`src/rtl/fp_cmp_unit.sv`:
```
// Two-stage IEEE-754 binary32 comparator (FLE / FLT / FEQ) with valid/ready
// handshakes on both sides and a saturating invalid-operation counter.
// S1 holds operands, op and per-operand class bits; S2 holds result and nv.

// Per-operand classifier; one instance per operand.
module fp_cls (
  input  logic [31:0] x,
  output logic        zero,
  output logic        inf,
  output logic        qnan,
  output logic        snan,
  output logic        sign
);
  logic exp_max, man_nz;

  assign exp_max = &x[30:23];
  assign man_nz  = |x[22:0];
  assign zero    = ~|x[30:0];
  assign inf     = exp_max & ~man_nz;
  assign qnan    = exp_max & man_nz & x[22];
  assign snan    = exp_max & man_nz & ~x[22];
  assign sign    = x[31];
endmodule

module fp_cmp_unit (
  input  logic        clk,
  input  logic        rst_n,
  input  logic        in_valid,
  output logic        in_ready,
  input  logic [31:0] fp_a,
  input  logic [31:0] fp_b,
  input  logic [1:0]  op,
  output logic        out_valid,
  input  logic        out_ready,
  output logic        result,
  output logic        nv,
  output logic [15:0] nv_count
);
  localparam logic [1:0] OP_FLE = 2'b00;
  localparam logic [1:0] OP_FLT = 2'b01;
  localparam logic [1:0] OP_FEQ = 2'b10;

  // Index 0 is operand A, index 1 is operand B throughout.
  logic [1:0][31:0] opnd;
  logic [1:0]       c_zero, c_inf, c_qnan, c_snan, c_sign;

  logic [2:1]       vld_pipe;
  logic [31:0]      s1_a, s1_b;
  logic [1:0]       s1_op;
  logic [1:0]       s1_zero, s1_inf, s1_qnan, s1_snan, s1_sign;

  logic             s1_adv, s2_adv, accept;
  logic             any_nan, any_snan, both_zero, eq, lt;
  logic             cmp_res, cmp_nv;

  assign opnd = {fp_b, fp_a};

  fp_cls u_cls [1:0] (
    .x    (opnd),
    .zero (c_zero),
    .inf  (c_inf),
    .qnan (c_qnan),
    .snan (c_snan),
    .sign (c_sign)
  );

  // A stage moves when it is empty or its successor moves; S2 drains on out_ready.
  assign s2_adv    = ~vld_pipe[2] | out_ready;
  assign s1_adv    = ~vld_pipe[1] | s2_adv;
  assign in_ready  = rst_n & s1_adv;
  assign accept    = in_valid & in_ready;
  assign out_valid = vld_pipe[2];

  // Stage valid bits; reset drops anything in flight.
  always_ff @(posedge clk) begin
    if (!rst_n) begin
      vld_pipe <= '0;
    end else begin
      if (s1_adv) vld_pipe[1] <= accept;
      if (s2_adv) vld_pipe[2] <= vld_pipe[1];
    end
  end

  // S1 payload: operands, op and class bits captured on acceptance.
  always_ff @(posedge clk) begin
    if (accept) begin
      s1_a    <= fp_a;
      s1_b    <= fp_b;
      s1_op   <= op;
      s1_zero <= c_zero;
      s1_inf  <= c_inf;
      s1_qnan <= c_qnan;
      s1_snan <= c_snan;
      s1_sign <= c_sign;
    end
  end

  // Compare S1 operands; NaNs force false, +0/-0 are equal.
  always_comb begin
    any_nan   = |(s1_qnan | s1_snan);
    any_snan  = |s1_snan;
    both_zero = &s1_zero;
    eq        = both_zero | (s1_a == s1_b);
    if (both_zero)                  lt = 1'b0;
    else if (s1_sign[0] != s1_sign[1]) lt = s1_sign[0];
    else if (&s1_inf)               lt = 1'b0;
    else if (s1_sign[0])            lt = s1_a[30:0] > s1_b[30:0];
    else                            lt = s1_a[30:0] < s1_b[30:0];

    cmp_res = 1'b0;
    cmp_nv  = 1'b0;
    case (s1_op)
      OP_FLE: begin cmp_res = ~any_nan & (lt | eq); cmp_nv = any_nan;  end
      OP_FLT: begin cmp_res = ~any_nan & lt;        cmp_nv = any_nan;  end
      OP_FEQ: begin cmp_res = ~any_nan & eq;        cmp_nv = any_snan; end
      default: ;
    endcase
  end

  // S2 result registers; held while the consumer stalls.
  always_ff @(posedge clk) begin
    if (!rst_n) begin
      result <= 1'b0;
      nv     <= 1'b0;
    end else if (s2_adv && vld_pipe[1]) begin
      result <= cmp_res;
      nv     <= cmp_nv;
    end
  end

  // Count delivered results that raised nv, saturating.
  always_ff @(posedge clk) begin
    if (!rst_n)                                        nv_count <= '0;
    else if (out_valid && out_ready && nv && ~&nv_count) nv_count <= nv_count + 16'd1;
  end
endmodule

```
`config.mk`:
```
export PLATFORM = sky130hd
export DESIGN_NAME = fp_cmp_unit
export DESIGN_NICKNAME = d
export VERILOG_FILES = /design/src/rtl/fp_cmp_unit.sv
export SDC_FILE = /design/constraint.sdc
export NUM_CORES = 1
export LEC_CHECK = 0
export BUFFER_PORTS_ARGS = -buffer_cell sky130_fd_sc_hd__buf_4
export CORE_ASPECT_RATIO = 0.9
export CORE_MARGIN = 1
export CORE_UTILIZATION = 55
export CTS_CLUSTER_SIZE = 40
export DETAILED_ROUTE_END_ITERATION = 8
export PLACE_DENSITY = 0.81
export SLEW_MARGIN = 30
export SYNTH_ARGS = -nofsm -noshare
export SYNTH_HDL_FRONTEND = slang
export SYNTH_SLANG_ARGS = --single-unit
```
`constraint.sdc`:
```
create_clock -name clk -period 3.2 [get_ports clk]
set_input_delay 0.48 -clock clk [delete_from_list [all_inputs] [get_ports clk]]
set_output_delay 0.48 -clock clk [all_outputs]
set_load 0.03 [all_outputs]
```
## Word level (Yosys, flattened, before mapping)

Index checks and enable logic that the tools add are counted.

- Register bits after elaboration: 96
- Bits of input ports: 70
- Output and inout bits: 20
- Logic and storage cells: 71

- Add/subtract/negate cells: 1
- Order comparisons: 2
- Equal/unequal tests: 4
- Mux-type cells: 6
- Bitwise gates (word level): 25
- Reductions and logical operators: 20

Operators by type and width:

| cell | count |
|---|---|
| $reduce_or 31->1 | 2 |
| $reduce_or 23->1 | 2 |
| $eq 32x32->1 | 1 |
| $gt 31x31->1 | 1 |
| $lt 31x31->1 | 1 |
| $add 16x1->16 const B | 1 |
| $reduce_and 16->1 | 1 |
| $reduce_and 8->1 | 2 |
| $and 1x1->1 | 13 |
| $not 1->1 | 7 |
| $reduce_or 2->1 | 3 |
| $logic_and 1x1->1 | 4 |
| $mux 1 | 4 |
| $or 1x1->1 | 4 |
| $reduce_and 2->1 | 2 |
| $logic_not 1->1 | 3 |
| $pmux 1 s3 | 1 |
| $eq 2x1->1 const B | 1 |
| $eq 2x2->1 const B | 1 |
| $logic_not 2->1 | 1 |
| $or 2x2->2 | 1 |
| $pmux 1 s2 | 1 |
| $ne 1x1->1 | 1 |

## Longest topological paths before layout

Gate-level depths: netlist (run 1).

- Depth in word-level cells: 8
- Gate-level depth with buffers: 8
- Depth with buffers taken out: 8

## By module

A second synthesis (run 1) with hierarchy kept.

- Cell total of the unflattened synthesis: 347
- Area, all modules: 4406.7 µm²

By module, submodules not included:

| module | instances | cells an instance | area each (µm²) | seq. area each (µm²) |
|---|---|---|---|---|
| fp_cmp_unit | 1 | 307 | 4139.0 | 2682.6 |
| fp_cls | 2 | 20 | 133.9 | 0.0 |

## Worst setup path before layout (run 1)

OpenSTA, ideal clock, no wires.

- Kind: reg2reg
- Start point: register vld_pipe[2] in the netlist's numbering
- End point: register s1_a[0] (enable)
- Setup time: 0.440 ns
- Data arrival time: 3.224 ns
- Setup slack: -0.464 ns
- Stages on the path, launching flop included: 4
- Buffers on the path: 0
- Path through: dfxtp_1 -> nor2b_1 -> a21boi_0 -> and2_1

- Word-level cells in the longest chain between the ends: 5

RTL lines:

| what | line | RTL |
|---|---|---|
| start, declared | 47 | `logic [2:1] vld_pipe;` |
| $not 1->1 | 68 | `assign s2_adv = ~vld_pipe[2] \| out_ready;` |
| $or 1x1->1 | 68 |  |
| $or 1x1->1 | 69 | `assign s1_adv = ~vld_pipe[1] \| s2_adv;` |
| $and 1x1->1 | 70 | `assign in_ready = rst_n & s1_adv;` |
| net in_ready | 29 | `output logic in_ready,` |
| $and 1x1->1 | 71 | `assign accept = in_valid & in_ready;` |
| net accept | 52 | `logic s1_adv, s2_adv, accept;` |
| end signal, assigned | 87 | `s1_a <= fp_a;` |
| end, declared | 48 | `logic [31:0] s1_a, s1_b;` |

The timed path passes the listed nets, and every way through them passes these cells.
A chain may end at the register's enable or synchronous reset.

## Final worst setup path (run 1)

- Start point: register s1_a[18]
- End point: register result

- Word-level cells in the longest chain between the ends: 8
- Elaborated cells between the ends (all ways): 13
- Classes of those cells: order compare: 2; eq/ne: 1; mux: 5; bitwise: 5

RTL lines:

| what | line | RTL |
|---|---|---|
| $lt 31x31->1 or $gt 31x31->1 (tied branches) | 108, 107 |  |
| $mux 1 | 107 | `else if (s1_sign[0]) lt = s1_a[30:0] > s1_b[30:0];` |
| $mux 1 | 106 | `else if (&s1_inf) lt = 1'b0;` |
| $mux 1 | 105 | `else if (s1_sign[0] != s1_sign[1]) lt = s1_sign[0];` |
| $mux 1 | 104 | `if (both_zero) lt = 1'b0;` |
| $or 1x1->1 | 113 | `OP_FLE: begin cmp_res = ~any_nan & (lt \| eq); cmp_nv = any_nan; end` |
| $and 1x1->1 | 113 |  |
| $pmux 1 s3 (*) | 112 | `case (s1_op)` |
| end signal, assigned | 126 | `result <= cmp_res;` |
| end, declared | 35 | `output logic result,` |

Every way passes the cells marked *; elsewhere a longest branch is shown, timed or not.

==> report_table.html, run 1 <==
<table>
<tr><th>Metric</th><th>Value</th></tr>
<tr><th colspan="2">Setup path</th></tr>
<tr><td>CP Class</td><td>register to register</td></tr>
<tr><td>Kind of start point of the critical path</td><td>register</td></tr>
<tr><td>Worst EP required</td><td>3.48 ns</td></tr>
<tr><td>Maximum fanout count along the critical path</td><td>4</td></tr>
<tr><td>Endpoint of the worst register-to-register path</td><td>result</td></tr>
<tr><td>Register-to-register path setup slack</td><td>0.79 ns</td></tr>
<tr><td>Data arrival, critical path</td><td>2.68 ns</td></tr>
<tr><td>Critical path endpoint category</td><td>register</td></tr>
<tr><td>Launch instance of the worst register-to-register path</td><td>s1_a[18]</td></tr>
<tr><td>Worst-case reg-to-reg path depth</td><td>7</td></tr>
<tr><th colspan="2">Detailed routing</th></tr>
<tr><td>Total routed wirelength</td><td>8270 um</td></tr>
<tr><td>Violation count after the first detailed-route iteration</td><td>100</td></tr>
<tr><td>Number of vias after detailed routing</td><td>2946</td></tr>
<tr><td>Residual antenna-violating net count after detailed routing</td><td>0</td></tr>
<tr><td>Final routed wire length divided by cell count</td><td>15.5 um</td></tr>
<tr><td>Number of detailed-route iterations in the first pass</td><td>4</td></tr>
<tr><td>Post-DR vias/cell</td><td>5.52</td></tr>
<tr><td>Remaining DRCs</td><td>0</td></tr>
<tr><th colspan="2">Timing</th></tr>
<tr><td>Setup violations, final</td><td>0</td></tr>
<tr><td>Worst Clk Skew</td><td>0.0121 ns</td></tr>
<tr><td>Worst Max-Slew Pin Slew</td><td>0.681 ns</td></tr>
<tr><td>Relative slew margins</td><td>0.542</td></tr>
<tr><td>Shortest clock period the worst path allows after layout</td><td>2.41 ns</td></tr>
<tr><td>Pins over their slew limit</td><td>0</td></tr>
<tr><td>Post-Route Setup TNS</td><td>0 ns</td></tr>
<tr><td>Max Freq</td><td>0.416 GHz</td></tr>
<tr><td>Fraction of the cycle the final worst path needs</td><td>0.752</td></tr>
<tr><td>Final-report hold violation count</td><td>0</td></tr>
<tr><td>Unrepaired setup endpoints after global routing</td><td>false</td></tr>
<tr><th colspan="2">Cells and area</th></tr>
<tr><td>Ratio of cells with drive above 1 in the final layout</td><td>0.251</td></tr>
<tr><td>Filler instances</td><td>555</td></tr>
<tr><td>Final antenna diode count</td><td>0</td></tr>
<tr><td>Number of nets in the finished design</td><td>540</td></tr>
<tr><td>Number of standard cells in the layout, taps in and fillers out</td><td>534</td></tr>
<tr><td>Multi-input logic area</td><td>0.00156 mm2</td></tr>
<tr><td>Synth-to-Final Area Change</td><td>22.1%</td></tr>
<tr><td>Sequential Area</td><td>0.00262 mm2</td></tr>
<tr><th colspan="2">Pwr</th></tr>
<tr><td>Max rail drop VDD</td><td>0.000245 V</td></tr>
<tr><td>Power per standard cell area</td><td>427 mW/mm2</td></tr>
<tr><td>Pleak</td><td>2.14 nW</td></tr>
<tr><th colspan="2">Synthesis</th></tr>
<tr><td>Dominant synthesized flop cell</td><td>sky130_fd_sc_hd__edfxtp_1</td></tr>
<tr><td>Register bit count reported by yosys</td><td>94</td></tr>
<tr><td>Post-synthesis cell type count</td><td>39</td></tr>
<tr><td>Seq/Total Area, Yosys</td><td>0.606</td></tr>
<tr><td>Top-area cell type share of the netlist area</td><td>0.513</td></tr>
<tr><td>Avg Cell Area, Syn</td><td>12.9 um2</td></tr>
<tr><td>Most frequent cell after synthesis</td><td>sky130_fd_sc_hd__edfxtp_1</td></tr>
<tr><td>Post-synth top cells</td><td>sky130_fd_sc_hd__edfxtp_1 (74), sky130_fd_sc_hd__ha_1 (37), sky130_fd_sc_hd__inv_1 (35)</td></tr>
<tr><td>Area of the mapped netlist</td><td>0.00433 mm2</td></tr>
<tr><td>Top cells by area, synth</td><td>sky130_fd_sc_hd__edfxtp_1 (51%), sky130_fd_sc_hd__ha_1 (11%), sky130_fd_sc_hd__dfxtp_1 (9.2%)</td></tr>
<tr><td>Post-synth EDFFs</td><td>74</td></tr>
<tr><td>Post-Synthesis Cells</td><td>335</td></tr>
<tr><td>Cell taking the most area after synthesis</td><td>sky130_fd_sc_hd__edfxtp_1</td></tr>
<tr><td>Share of synthesized registers carrying an async set or reset</td><td>0</td></tr>
<tr><td>Synthesized netlist net count</td><td>442</td></tr>
<tr><td>Ys Warns</td><td>0</td></tr>
<tr><th colspan="2">GRT</th></tr>
<tr><td>Largest net degree at the start of global routing</td><td>75</td></tr>
<tr><td>Vias in the first global route</td><td>2976</td></tr>
<tr><td>Remaining global-route overflow</td><td>0</td></tr>
<tr><td>Total Routing Usage GR</td><td>0.223</td></tr>
<tr><td>Number of antenna violations at the first check in global routing</td><td>0</td></tr>
<tr><td>First-pass GRT wire length</td><td>13500 um</td></tr>
<tr><th colspan="2">Die</th></tr>
<tr><td>Site row count</td><td>30</td></tr>
<tr><td># IOs</td><td>90</td></tr>
<tr><td>Die W</td><td>95.5 um</td></tr>
<tr><td>Die area</td><td>0.00823 mm2</td></tr>
<tr><td>Effective utilization at floorplan</td><td>0.571</td></tr>
<tr><td>Height of the chip</td><td>86.2 um</td></tr>
<tr><td>Area of the core region</td><td>0.00758 mm2</td></tr>
<tr><th colspan="2">Worst hold path</th></tr>
<tr><td>End of the worst hold path</td><td>s1_b[31]</td></tr>
<tr><td>Tightest Hold Check Type</td><td>input port to register</td></tr>
<tr><td>Hold path start</td><td>fp_b[31]</td></tr>
<tr><td>WHS Path Cells</td><td>1</td></tr>
<tr><th colspan="2">Clock tree</th></tr>
<tr><td>Clock buffers created by TritonCTS</td><td>9</td></tr>
<tr><td>Clock root buffer</td><td>sky130_fd_sc_hd__clkbuf_8</td></tr>
<tr><td>CTS-repair resized insts</td><td>0</td></tr>
<tr><td>Clock latency on the worst-skew pair</td><td>0.36 ns</td></tr>
<tr><td>Quantity of hold-fixing buffers added after cts</td><td>0</td></tr>
<tr><td>Post-CTS setup repair buffer count</td><td>0</td></tr>
<tr><td>Clk sinks</td><td>94</td></tr>
<tr><td>TritonCTS clock tree</td><td>yes</td></tr>
<tr><td># H-tree levels</td><td>3</td></tr>
<tr><td>Clock Tree Buf Depth</td><td>2</td></tr>
<tr><td>Clock transition time at the flip-flop clock pins of the worst setup and hold paths</td><td>0.09 ns</td></tr>
<tr><th colspan="2">Placed design</th></tr>
<tr><td>DP Cell Count</td><td>518</td></tr>
<tr><td>Detail Placement HPWL</td><td>6360 um</td></tr>
<tr><td>Number of buffers inserted by port buffering</td><td>89</td></tr>
<tr><td>Last weighted congestion value of the routability-driven placer</td><td>0.806</td></tr>
<tr><th colspan="2">Run status</th></tr>
<tr><td>Run status</td><td>finished, final reports clean</td></tr>
<tr><th colspan="2">Job</th></tr>
<tr><td>Max-cap violation count</td><td>0</td></tr>
</table>
worst max-delay path, cell delays in order (launching register included):
cell                        delay (ns)
sky130_fd_sc_hd__edfxtp_1         0.38
sky130_fd_sc_hd__ha_1             0.32
sky130_fd_sc_hd__nand4_1          0.13
sky130_fd_sc_hd__nor4_1           0.64
sky130_fd_sc_hd__nand4_1          0.17
sky130_fd_sc_hd__a2111oi_0        0.47
sky130_fd_sc_hd__a311oi_1         0.11
sky130_fd_sc_hd__o211ai_1         0.11
area by class of cell:
type                            instances  area share
Sequential cell                        94       0.496
Multi-Input combinational cell        203       0.295
Timing Repair Buffer                   90       0.130
Clock buffer                           11      0.0249
Inverter                               35      0.0249
Tap cell                               96      0.0227
Clock inverter                          5     0.00639
sequential cells by signal, summed over array words and instances, names as in the netlist:
register,cells
s1_qnan,2
nv_count,16
s1_snan,2
s1_a,31
s1_sign,1
result,1
nv,1
vld_pipe,2
s1_inf,2
s1_op,2
s1_b,32
s1_zero,2
report_power, final:
group	internal [mW]	leakage, nW	switching, mW
combinational	0.0987	1.19	0.104
clock	0.283	0.0813	0.398
sequential	1.36	0.868	0.0139
total	1.74	2.14	0.516
metal layers:
metal | up-vias | wire, um | global-route usage
li1 | 1454 | - | -
met1 | 1385 | 3490 | 0.260
met2 | 91 | 4140 | 0.377
met3 | 16 | 472 | 0.0737
met4 | 0 | 173 | 0.0936
met5 | - | 0 | 0
cell usage in the layout (no fill, tap or decap), types with 3 or more instances in the layout:
cell type	netlist	final
sky130_fd_sc_hd__a21oi_1	15	15
sky130_fd_sc_hd__and2_1	17	16
sky130_fd_sc_hd__and3_1	6	6
sky130_fd_sc_hd__buf_4	0	89
sky130_fd_sc_hd__clkbuf_8	0	9
sky130_fd_sc_hd__dfxtp_1	20	20
sky130_fd_sc_hd__edfxtp_1	74	74
sky130_fd_sc_hd__ha_1	37	37
sky130_fd_sc_hd__inv_1	35	35
sky130_fd_sc_hd__nand2_1	12	12
sky130_fd_sc_hd__nand2b_1	3	3
sky130_fd_sc_hd__nand3_1	12	12
sky130_fd_sc_hd__nand4_1	17	17
sky130_fd_sc_hd__nor2_1	6	6
sky130_fd_sc_hd__nor2b_1	6	6
sky130_fd_sc_hd__nor3_1	3	3
sky130_fd_sc_hd__nor4_1	22	22
sky130_fd_sc_hd__o211ai_1	3	3
sky130_fd_sc_hd__o21ai_0	6	6
sky130_fd_sc_hd__xnor2_1	12	12
cells by family (layout without fill, tap and decap cells):
kind of cell,count (synthesis),count (layout),synth area share
flip-flops,94,94,0.606
adder cells (fa/ha/maj),37,37,0.107
XOR/XNOR,14,14,0.0283
AND/OR/NAND/NOR,112,112,0.154
buffers and inverters,38,141,0.0347
multiplexers,1,1,0.00231
AO/OA/AOI/OAI,39,39,0.0685
worst max path at each step:
stage                      from       to  depth (start not counted)  slack (ns)
finish                 s1_a[18]   result                          7        0.79
CTS                    s1_a[29]   result                          7        0.82
detailed placement     s1_a[29]   result                          7        0.84
floorplan           vld_pipe[2]  s1_a[0]                          3        0.31
global placement       s1_a[18]   result                          7        0.99
global route           s1_b[29]   result                          8        0.57
per-stage QoR:
stage | worst slack [ns] | hold WS [ns] | power (mW) | utilization | area (um2)
final | 0.793 | 0.292 | 2.26 | 0.697 | 5290
after global routing | 0.574 | 0.266 | 2.35 | 0.697 | 5290
after CTS | 0.816 | 0.277 | 2.27 | 0.697 | 5290
after detailed placement | 0.838 | 0.522 | 1.61 | 0.675 | 5120
after global placement | 0.993 | 0.480 | 1.60 | 0.675 | 5120
after floorplan | 0.306 | 0.481 | 1.49 | - | 4330
Note: power is estimated with default switching activity, not from simulation.
==> inputs of run 2 (changes only) <==
Settings changed: ABC_AREA from default to 1.
Clock period 3.2 ns to 2.4 ns, I/O delays scaled along.
==> report_table.html, run 2 <==
<table>
<tr><th>Metric</th><th>Value</th></tr>
<tr><th colspan="2">Timing</th></tr>
<tr><td>Final-report hold violation count</td><td>0 (unchanged)</td></tr>
<tr><td>Post-Route Setup TNS</td><td>0 ns (unchanged)</td></tr>
<tr><td>Worst Clk Skew</td><td>0.00896 ns (-0.00319 ns)</td></tr>
<tr><td>Unrepaired setup endpoints after global routing</td><td>false</td></tr>
<tr><td>Pins over their slew limit</td><td>0 (unchanged)</td></tr>
<tr><td>Setup violations, final</td><td>0 (unchanged)</td></tr>
<tr><td>Final-layout worst hold slack</td><td>0.181 ns (-0.111 ns)</td></tr>
<tr><td>Worst path setup slack after routing</td><td>0.505 ns (-0.288 ns)</td></tr>
<tr><td>Max Freq</td><td>0.528 GHz (+27%)</td></tr>
<tr><td>Worst Max-Slew Pin Slew</td><td>0.560 ns (-0.122 ns)</td></tr>
<tr><td>Shortest clock period the worst path allows after layout</td><td>1.90 ns (-0.512 ns)</td></tr>
<tr><td>Relative slew margins</td><td>0.623 (+0.0819)</td></tr>
<tr><td>Fraction of the cycle the final worst path needs</td><td>0.790 (+0.0375)</td></tr>
<tr><th colspan="2">Synthesis</th></tr>
<tr><td>Seq/Total Area, Yosys</td><td>0.583 (-0.0231)</td></tr>
<tr><td>Top-area cell type share of the netlist area</td><td>0.494 (-0.0195)</td></tr>
<tr><td>Post-synthesis cell type count</td><td>31 (-21%)</td></tr>
<tr><td>Post-synth EDFFs</td><td>74 (unchanged)</td></tr>
<tr><td>Avg Cell Area, Syn</td><td>10.1 um2 (-22%)</td></tr>
<tr><td>Post-Synthesis Cells</td><td>444 (+33%)</td></tr>
<tr><td>Ys Warns</td><td>0 (unchanged)</td></tr>
<tr><td>Cell taking the most area after synthesis</td><td>sky130_fd_sc_hd__edfxtp_1</td></tr>
<tr><td>Most frequent cell after synthesis</td><td>sky130_fd_sc_hd__inv_1</td></tr>
<tr><td>Top cells by area, synth</td><td>sky130_fd_sc_hd__edfxtp_1 (49%), sky130_fd_sc_hd__ha_1 (10%), sky130_fd_sc_hd__dfxtp_1 (8.9%)</td></tr>
<tr><td>Post-synth top cells</td><td>sky130_fd_sc_hd__inv_1 (88), sky130_fd_sc_hd__nand2_1 (84), sky130_fd_sc_hd__edfxtp_1 (74)</td></tr>
<tr><td>Area of the mapped netlist</td><td>0.00450 mm2 (+4.0%)</td></tr>
<tr><td>Share of synthesized registers carrying an async set or reset</td><td>0 (unchanged)</td></tr>
<tr><td>Register bit count reported by yosys</td><td>94 (unchanged)</td></tr>
<tr><td>Dominant synthesized flop cell</td><td>sky130_fd_sc_hd__edfxtp_1</td></tr>
<tr><td>Synthesized netlist net count</td><td>551 (+25%)</td></tr>
<tr><th colspan="2">Setup path</th></tr>
<tr><td>CP Class</td><td>register to register</td></tr>
<tr><td>Worst-case reg-to-reg path depth</td><td>14 (+7)</td></tr>
<tr><td>Register-to-register path setup slack</td><td>0.50 ns (-0.29 ns)</td></tr>
<tr><td>Critical path endpoint category</td><td>register</td></tr>
<tr><td>Endpoint of the worst register-to-register path</td><td>result</td></tr>
<tr><td>Launch instance of the worst register-to-register path</td><td>s1_a[26]</td></tr>
<tr><td>Worst EP required</td><td>2.68 ns (-0.80 ns)</td></tr>
<tr><td>Kind of start point of the critical path</td><td>register</td></tr>
<tr><td>Critical path startpoint</td><td>s1_a[26]</td></tr>
<tr><td>Data arrival, critical path</td><td>2.17 ns (-0.51 ns)</td></tr>
<tr><td>Maximum fanout count along the critical path</td><td>2 (-2)</td></tr>
<tr><th colspan="2">Die</th></tr>
<tr><td>Area of the core region</td><td>0.00773 mm2 (+2.0%)</td></tr>
<tr><td>Effective utilization at floorplan</td><td>0.582 (+0.0111)</td></tr>
<tr><td>Site row count</td><td>30 (unchanged)</td></tr>
<tr><td>Height of the chip</td><td>87.8 um (+1.9%)</td></tr>
<tr><td>Die W</td><td>97.4 um (+1.9%)</td></tr>
<tr><td>Die area</td><td>0.00855 mm2 (+3.9%)</td></tr>
<tr><td># IOs</td><td>90 (unchanged)</td></tr>
<tr><th colspan="2">Clock tree</th></tr>
<tr><td>Clock root buffer</td><td>sky130_fd_sc_hd__clkbuf_8</td></tr>
<tr><td>Clk sinks</td><td>94 (unchanged)</td></tr>
<tr><td>Clock Tree Buf Depth</td><td>2 (unchanged)</td></tr>
<tr><td>TritonCTS clock tree</td><td>yes</td></tr>
<tr><td>Clock transition time at the flip-flop clock pins of the worst setup and hold paths</td><td>0.09 ns (about the same)</td></tr>
<tr><td>Post-CTS setup repair buffer count</td><td>0 (unchanged)</td></tr>
<tr><td>CTS-repair resized insts</td><td>0 (unchanged)</td></tr>
<tr><td>Quantity of hold-fixing buffers added after cts</td><td>0 (unchanged)</td></tr>
<tr><td>Clock buffers created by TritonCTS</td><td>9 (unchanged)</td></tr>
<tr><td># H-tree levels</td><td>3 (unchanged)</td></tr>
<tr><td>Clock latency on the worst-skew pair</td><td>0.35 ns (about the same)</td></tr>
<tr><th colspan="2">Run status</th></tr>
<tr><td>Run status</td><td>finished, final reports clean</td></tr>
<tr><th colspan="2">Worst hold path</th></tr>
<tr><td>End of the worst hold path</td><td>s1_b[31]</td></tr>
<tr><td>WHS Path Cells</td><td>1 (unchanged)</td></tr>
<tr><td>Tightest Hold Check Type</td><td>input port to register</td></tr>
<tr><td>Hold path start</td><td>fp_b[31]</td></tr>
<tr><th colspan="2">Placed design</th></tr>
<tr><td>Number of buffers inserted by port buffering</td><td>89 (unchanged)</td></tr>
<tr><td>Last weighted congestion value of the routability-driven placer</td><td>0.843 (+4.7%)</td></tr>
<tr><td>Place WS</td><td>0.541 ns (-0.297 ns)</td></tr>
<tr><td>DP Cell Count</td><td>629 (+21%)</td></tr>
<tr><td>Detail Placement HPWL</td><td>6880 um (+8.2%)</td></tr>
<tr><td>Dpl cell area</td><td>0.00531 mm2 (+3.7%)</td></tr>
<tr><th colspan="2">Cells and area</th></tr>
<tr><td>Final antenna diode count</td><td>0 (unchanged)</td></tr>
<tr><td>Multi-input logic area</td><td>0.00154 mm2 (-1.2%)</td></tr>
<tr><td>Number of flip-flops in the largest register</td><td>32 (unchanged)</td></tr>
<tr><td>Number of nets in the finished design</td><td>651 (+21%)</td></tr>
<tr><td>Fraction of the core area covered by cells at the end of the flow</td><td>0.710 (+0.0130)</td></tr>
<tr><td>Number of standard cells in the layout, taps in and fillers out</td><td>644 (+21%)</td></tr>
<tr><td>Ratio of cells with drive above 1 in the final layout</td><td>0.212 (-0.0395)</td></tr>
<tr><td>Sequential Area</td><td>0.00262 mm2 (unchanged)</td></tr>
<tr><td>Largest register by flop count</td><td>s1_b</td></tr>
<tr><td>Final Cell Area</td><td>0.00549 mm2 (+3.9%)</td></tr>
<tr><td>Filler instances</td><td>575 (+3.6%)</td></tr>
<tr><td>Leading cell types in the layout, fill and taps excluded</td><td>sky130_fd_sc_hd__buf_4 (89), sky130_fd_sc_hd__inv_1 (88), sky130_fd_sc_hd__nand2_1 (84)</td></tr>
<tr><td>Synth-to-Final Area Change</td><td>22.0% (about the same)</td></tr>
<tr><td>Largest registers</td><td>s1_b (32), s1_a (31), nv_count (16)</td></tr>
<tr><td>Most common cell after layout, fill and taps aside</td><td>sky130_fd_sc_hd__buf_4</td></tr>
<tr><th colspan="2">Pwr</th></tr>
<tr><td>Power Total</td><td>3.13 mW (+38%)</td></tr>
<tr><td>Max rail drop VDD</td><td>0.000385 V (+57%)</td></tr>
<tr><td>Pleak</td><td>2.46 nW (+15%)</td></tr>
<tr><td>Power per standard cell area</td><td>570 mW/mm2 (+33%)</td></tr>
<tr><th colspan="2">GRT</th></tr>
<tr><td>Remaining global-route overflow</td><td>0 (unchanged)</td></tr>
<tr><td>Number of antenna violations at the first check in global routing</td><td>0 (unchanged)</td></tr>
<tr><td>Total Routing Usage GR</td><td>0.223 (+0.000325)</td></tr>
<tr><td>Largest net degree at the start of global routing</td><td>75 (unchanged)</td></tr>
<tr><td>First-pass GRT wire length</td><td>14800 um (+9.6%)</td></tr>
<tr><td>Vias in the first global route</td><td>3217 (+8.1%)</td></tr>
<tr><th colspan="2">Detailed routing</th></tr>
<tr><td>Remaining DRCs</td><td>0 (unchanged)</td></tr>
<tr><td>Total routed wirelength</td><td>8990 um (+8.7%)</td></tr>
<tr><td>Number of detailed-route iterations in the first pass</td><td>5 (+1)</td></tr>
<tr><td>Number of vias after detailed routing</td><td>3352 (+14%)</td></tr>
<tr><td>Post-DR vias/cell</td><td>5.20 (-5.7%)</td></tr>
<tr><td>Violation count after the first detailed-route iteration</td><td>164 (+64%)</td></tr>
<tr><td>Final routed wire length divided by cell count</td><td>14.0 um (-9.9%)</td></tr>
<tr><td>Residual antenna-violating net count after detailed routing</td><td>0 (unchanged)</td></tr>
<tr><th colspan="2">Job</th></tr>
<tr><td>Max-cap violation count</td><td>0 (unchanged)</td></tr>
</table>
==> run 2: cell count changes after synthesis, sizes merged, moves of 6 or more <==
cell and change:
xnor2 -12, nor3 +12, nand4 -10, nor4 -7
nor2 +29, and3 -8, nand2 +74, a21oi +9
nor2b -6, and2 -14, inv +55
==> run 2: metal layers <==
metal  global-route usage  routed length [um]  vias up
met5                    0                   0        -
met4               0.0709                 139        0
met3               0.0583                 569       12
met2                0.390                4520       96
met1                0.276                3760     1561
li1                     -                   -     1683
==> run 2: logic make-up after synthesis <==
group	Yosys count	synth area share
simple gates	180	0.186
flops	94	0.583
buf+inv	92	0.0770
compound gates	40	0.0492
fa+ha+maj	37	0.103
xor+xnor	1	0.00195
==> run 2: critical path: stages, from the launching register on <==
cell                       delay [ns]
sky130_fd_sc_hd__edfxtp_1        0.38
sky130_fd_sc_hd__ha_1            0.31
sky130_fd_sc_hd__nand2_1         0.07
sky130_fd_sc_hd__nor2_1          0.13
sky130_fd_sc_hd__and2_1          0.18
sky130_fd_sc_hd__nand3_1         0.08
sky130_fd_sc_hd__nor2_1          0.13
sky130_fd_sc_hd__nand2_1         0.09
sky130_fd_sc_hd__nand3_1         0.08
sky130_fd_sc_hd__nand3_1         0.07
sky130_fd_sc_hd__nand2_1         0.06
sky130_fd_sc_hd__nand2_1         0.04
sky130_fd_sc_hd__nand2_1         0.05
sky130_fd_sc_hd__nand2_1         0.04
sky130_fd_sc_hd__a21oi_1         0.11
==> run 2: cell type report <==
type | count | area share
sequential | 94 | 0.478
multi-input combinational | 258 | 0.280
timing repair buffer | 90 | 0.125
inverter | 91 | 0.0622
clock buffer | 10 | 0.0232
tap | 96 | 0.0219
clock inverter | 5 | 0.00934
==> run 2: worst max-delay path by stage <==
stage / end / slack, ns
global route: result / 0.25
floorplan: s1_a[0] / 0.16
global placement: result / 0.61
detailed placement: result / 0.54
finish: result / 0.50
CTS: result / 0.51
==> run 2: where the power goes <==
group	total (mW)	switching [mW]	internal (mW)
Clock	0.989	0.519	0.470
Combinational	0.299	0.160	0.139
Sequential	1.84	0.0201	1.82
Total	3.13	0.700	2.43
==> inputs of run 3 (changes only) <==
Clock period 2.4 ns to 1.9 ns, I/O delays scaled along.
==> report_table.html, run 3 (synthesis gave the netlist of run 2 again) <==
<table>
<tr><th>Metric</th><th>Value</th></tr>
<tr><th colspan="2">Die</th></tr>
<tr><td>Height of the chip</td><td>87.8 um (unchanged)</td></tr>
<tr><td>Die W</td><td>97.4 um (unchanged)</td></tr>
<tr><td># IOs</td><td>90 (unchanged)</td></tr>
<tr><td>Site row count</td><td>30 (unchanged)</td></tr>
<tr><td>Die area</td><td>0.00855 mm2 (unchanged)</td></tr>
<tr><td>Area of the core region</td><td>0.00773 mm2 (unchanged)</td></tr>
<tr><td>Effective utilization at floorplan</td><td>0.582 (unchanged)</td></tr>
<tr><th colspan="2">Timing</th></tr>
<tr><td>Unrepaired setup endpoints after global routing</td><td>true</td></tr>
<tr><td>Relative slew margins</td><td>0.739 (+0.116)</td></tr>
<tr><td>Worst path setup slack after routing</td><td>0.0304 ns (-0.475 ns)</td></tr>
<tr><td>Max Freq</td><td>0.535 GHz (+1.4%)</td></tr>
<tr><td>Worst Clk Skew</td><td>0.0114 ns (+0.00249 ns)</td></tr>
<tr><td>Setup violations, final</td><td>0 (unchanged)</td></tr>
<tr><td>Fraction of the cycle the final worst path needs</td><td>0.984 (+0.194)</td></tr>
<tr><td>Pins over their slew limit</td><td>0 (unchanged)</td></tr>
<tr><td>Final-report hold violation count</td><td>0 (unchanged)</td></tr>
<tr><td>Worst Max-Slew Pin Slew</td><td>0.388 ns (-0.172 ns)</td></tr>
<tr><td>Shortest clock period the worst path allows after layout</td><td>1.87 ns (-0.0255 ns)</td></tr>
<tr><th colspan="2">GRT</th></tr>
<tr><td>Number of antenna violations at the first check in global routing</td><td>0 (unchanged)</td></tr>
<tr><td>First-pass GRT wire length</td><td>14700 um (-0.47%)</td></tr>
<tr><td>Remaining global-route overflow</td><td>0 (unchanged)</td></tr>
<tr><td>Met2 track demand over resource in global routing</td><td>0.382 (-0.00763)</td></tr>
<tr><td>Global routing met1 resource utilization</td><td>0.271 (-0.00512)</td></tr>
<tr><td>Busiest layer in global routing</td><td>met2</td></tr>
<tr><td>Total Routing Usage GR</td><td>0.222 (-0.00102)</td></tr>
<tr><td>Vias in the first global route</td><td>3293 (+2.4%)</td></tr>
<tr><td>Met3 track utilization from global routing</td><td>0.0678 (+0.00958)</td></tr>
<tr><td>Largest net degree at the start of global routing</td><td>75 (unchanged)</td></tr>
<tr><th colspan="2">Cells and area</th></tr>
<tr><td>Number of nets in the finished design</td><td>658 (+1.1%)</td></tr>
<tr><td>Most common cell after layout, fill and taps aside</td><td>sky130_fd_sc_hd__buf_4</td></tr>
<tr><td>Final antenna diode count</td><td>0 (unchanged)</td></tr>
<tr><td>Leading cell types in the layout, fill and taps excluded</td><td>sky130_fd_sc_hd__buf_4 (96), sky130_fd_sc_hd__inv_1 (86), sky130_fd_sc_hd__nand2_1 (75)</td></tr>
<tr><td>Number of flip-flops in the largest register</td><td>32 (unchanged)</td></tr>
<tr><td>Largest registers</td><td>s1_b (32), s1_a (31), nv_count (16)</td></tr>
<tr><td>Synth-to-Final Area Change</td><td>30.0%</td></tr>
<tr><td>Ratio of cells with drive above 1 in the final layout</td><td>0.291 (+0.0797)</td></tr>
<tr><td>Largest register by flop count</td><td>s1_b</td></tr>
<tr><td>Fraction of the core area covered by cells at the end of the flow</td><td>0.757 (+0.0469)</td></tr>
<tr><th colspan="2">Setup path</th></tr>
<tr><td>Launch instance of the worst register-to-register path</td><td>s1_a[25]</td></tr>
<tr><td>Critical path endpoint category</td><td>register</td></tr>
<tr><td>Worst-case reg-to-reg path depth</td><td>15 (+1)</td></tr>
<tr><td>Worst EP required</td><td>2.13 ns (-0.55 ns)</td></tr>
<tr><td>Endpoint of the worst register-to-register path</td><td>result</td></tr>
<tr><td>Data arrival, critical path</td><td>2.10 ns (-0.07 ns)</td></tr>
<tr><td>CP Class</td><td>register to register</td></tr>
<tr><td>Kind of start point of the critical path</td><td>register</td></tr>
<tr><td>Register-to-register path setup slack</td><td>0.03 ns (-0.47 ns)</td></tr>
<tr><td>Maximum fanout count along the critical path</td><td>2 (unchanged)</td></tr>
<tr><th colspan="2">Placed design</th></tr>
<tr><td>Last weighted congestion value of the routability-driven placer</td><td>0.833 (-1.3%)</td></tr>
<tr><td>Detail Placement HPWL</td><td>6830 um (-0.80%)</td></tr>
<tr><td>Place WS</td><td>0.0316 ns (-0.510 ns)</td></tr>
<tr><td>Number of buffers inserted by port buffering</td><td>89 (unchanged)</td></tr>
<tr><th colspan="2">Clock tree</th></tr>
<tr><td>Clock transition time at the flip-flop clock pins of the worst setup and hold paths</td><td>0.10 ns (about the same)</td></tr>
<tr><td>Clk sinks</td><td>94 (unchanged)</td></tr>
<tr><td>Clock Tree Buf Depth</td><td>2 (unchanged)</td></tr>
<tr><td>Clock buffers created by TritonCTS</td><td>9 (unchanged)</td></tr>
<tr><td>TritonCTS clock tree</td><td>yes</td></tr>
<tr><td># H-tree levels</td><td>3 (unchanged)</td></tr>
<tr><td>Clock latency on the worst-skew pair</td><td>0.36 ns (about the same)</td></tr>
<tr><td>Clock root buffer</td><td>sky130_fd_sc_hd__clkbuf_8</td></tr>
<tr><th colspan="2">Worst hold path</th></tr>
<tr><td>WHS Path Cells</td><td>1 (unchanged)</td></tr>
<tr><td>Hold path start</td><td>fp_a[13]</td></tr>
<tr><td>Tightest Hold Check Type</td><td>input port to register</td></tr>
<tr><td>End of the worst hold path</td><td>s1_a[13]</td></tr>
<tr><th colspan="2">Detailed routing</th></tr>
<tr><td>Post-DR vias/cell</td><td>5.25 (+0.81%)</td></tr>
<tr><td>Remaining DRCs</td><td>0 (unchanged)</td></tr>
<tr><td>Final routed wire length divided by cell count</td><td>14.3 um (+2.6%)</td></tr>
<tr><td>Number of detailed-route iterations in the first pass</td><td>5 (unchanged)</td></tr>
<tr><td>Residual antenna-violating net count after detailed routing</td><td>0 (unchanged)</td></tr>
<tr><td>Violation count after the first detailed-route iteration</td><td>194 (+18%)</td></tr>
<tr><td>Total routed wirelength</td><td>9340 um (+3.9%)</td></tr>
<tr><td>Number of vias after detailed routing</td><td>3421 (+2.1%)</td></tr>
<tr><th colspan="2">Job</th></tr>
<tr><td>Max-cap violation count</td><td>0 (unchanged)</td></tr>
<tr><th colspan="2">Pwr</th></tr>
<tr><td>Pleak</td><td>2.57 nW (+4.5%)</td></tr>
<tr><td>Max rail drop VDD</td><td>0.000714 V (+86%)</td></tr>
<tr><td>Power per standard cell area</td><td>718 mW/mm2 (+26%)</td></tr>
<tr><th colspan="2">Run status</th></tr>
<tr><td>Run status</td><td>finished, final reports clean</td></tr>
</table>
[run 3: report_power, final]
part / switching [mW] / total (mW) / internal (mW) / leakage [nW]
Combinational: 0.229 / 0.438 / 0.208 / 1.61
Sequential: 0.0300 / 2.33 / 2.30 / 0.852
Clock: 0.690 / 1.44 / 0.746 / 0.107
[run 3: layout make-up]
type | count | area, um2
sequential | 94 | 2630
fill | 510 | 1880
multi-input combinational | 258 | 1800
timing repair buffer | 97 | 741
inverter | 91 | 342
clock buffer | 9 | 124
tap | 96 | 120
clock inverter | 7 | 97.6
[run 3: what timing repair did]
action,in CTS,in global routing
buffers inserted,0,3
resized for setup,2,41
pin swaps,0,24
setup endpoints to repair,1,8
hold buffers,0,0
[run 3: how the worst max path moves through the flow]
stage,from,to,cells after the start
6_report,s1_a[25],result,15
5_1_grt,s1_b[28],result,16
4_1_cts,s1_a[26],result,15
3_5_place_dp,s1_a[26],result,15
3_3_place_gp,s1_a[30],result,15
2_1_floorplan,vld_pipe[2],s1_a[0],5
[run 3: per-layer routing]
metal,vias up,share of wire
met3,18,0.056
li1,1700,-
met2,121,0.50
met4,0,0.021
met5,-,0
met1,1582,0.42
[run 3: worst max-delay path, stage by stage (launching register included)]
cell,delay (ns)
sky130_fd_sc_hd__edfxtp_1,0.44
sky130_fd_sc_hd__ha_4,0.31
sky130_fd_sc_hd__nand2_4,0.05
sky130_fd_sc_hd__nor2_4,0.08
sky130_fd_sc_hd__and2_4,0.15
sky130_fd_sc_hd__nand3_2,0.06
sky130_fd_sc_hd__nor2_2,0.12
sky130_fd_sc_hd__nand2_1,0.08
sky130_fd_sc_hd__nand2_1,0.07
sky130_fd_sc_hd__nand2_1,0.05
sky130_fd_sc_hd__nand3_1,0.06
sky130_fd_sc_hd__nand2_1,0.05
sky130_fd_sc_hd__nand2_1,0.06
sky130_fd_sc_hd__nand2_1,0.05
sky130_fd_sc_hd__nand2_1,0.05
sky130_fd_sc_hd__a21oi_1,0.05
[run 3: stage by stage]
| step | TNS, ns | hold WS, ns | area (um2) | total power [mW] | std cells |
|---|---|---|---|---|---|
| 2_1_floorplan | -17.49 | 0.384 | 4520 | 2.55 | 444 |
| 3_3_place_gp | 0 | 0.450 | 5350 | 2.73 | 633 |
| 3_5_place_dp | 0 | 0.454 | 5350 | 2.75 | 633 |
| 4_1_cts | 0 | 0.0875 | 5580 | 4.18 | 649 |
| 5_1_grt | -0.158 | 0.0665 | 5850 | 4.38 | 652 |
| 6_report | 0 | 0.105 | 5850 | 4.20 | 652 |
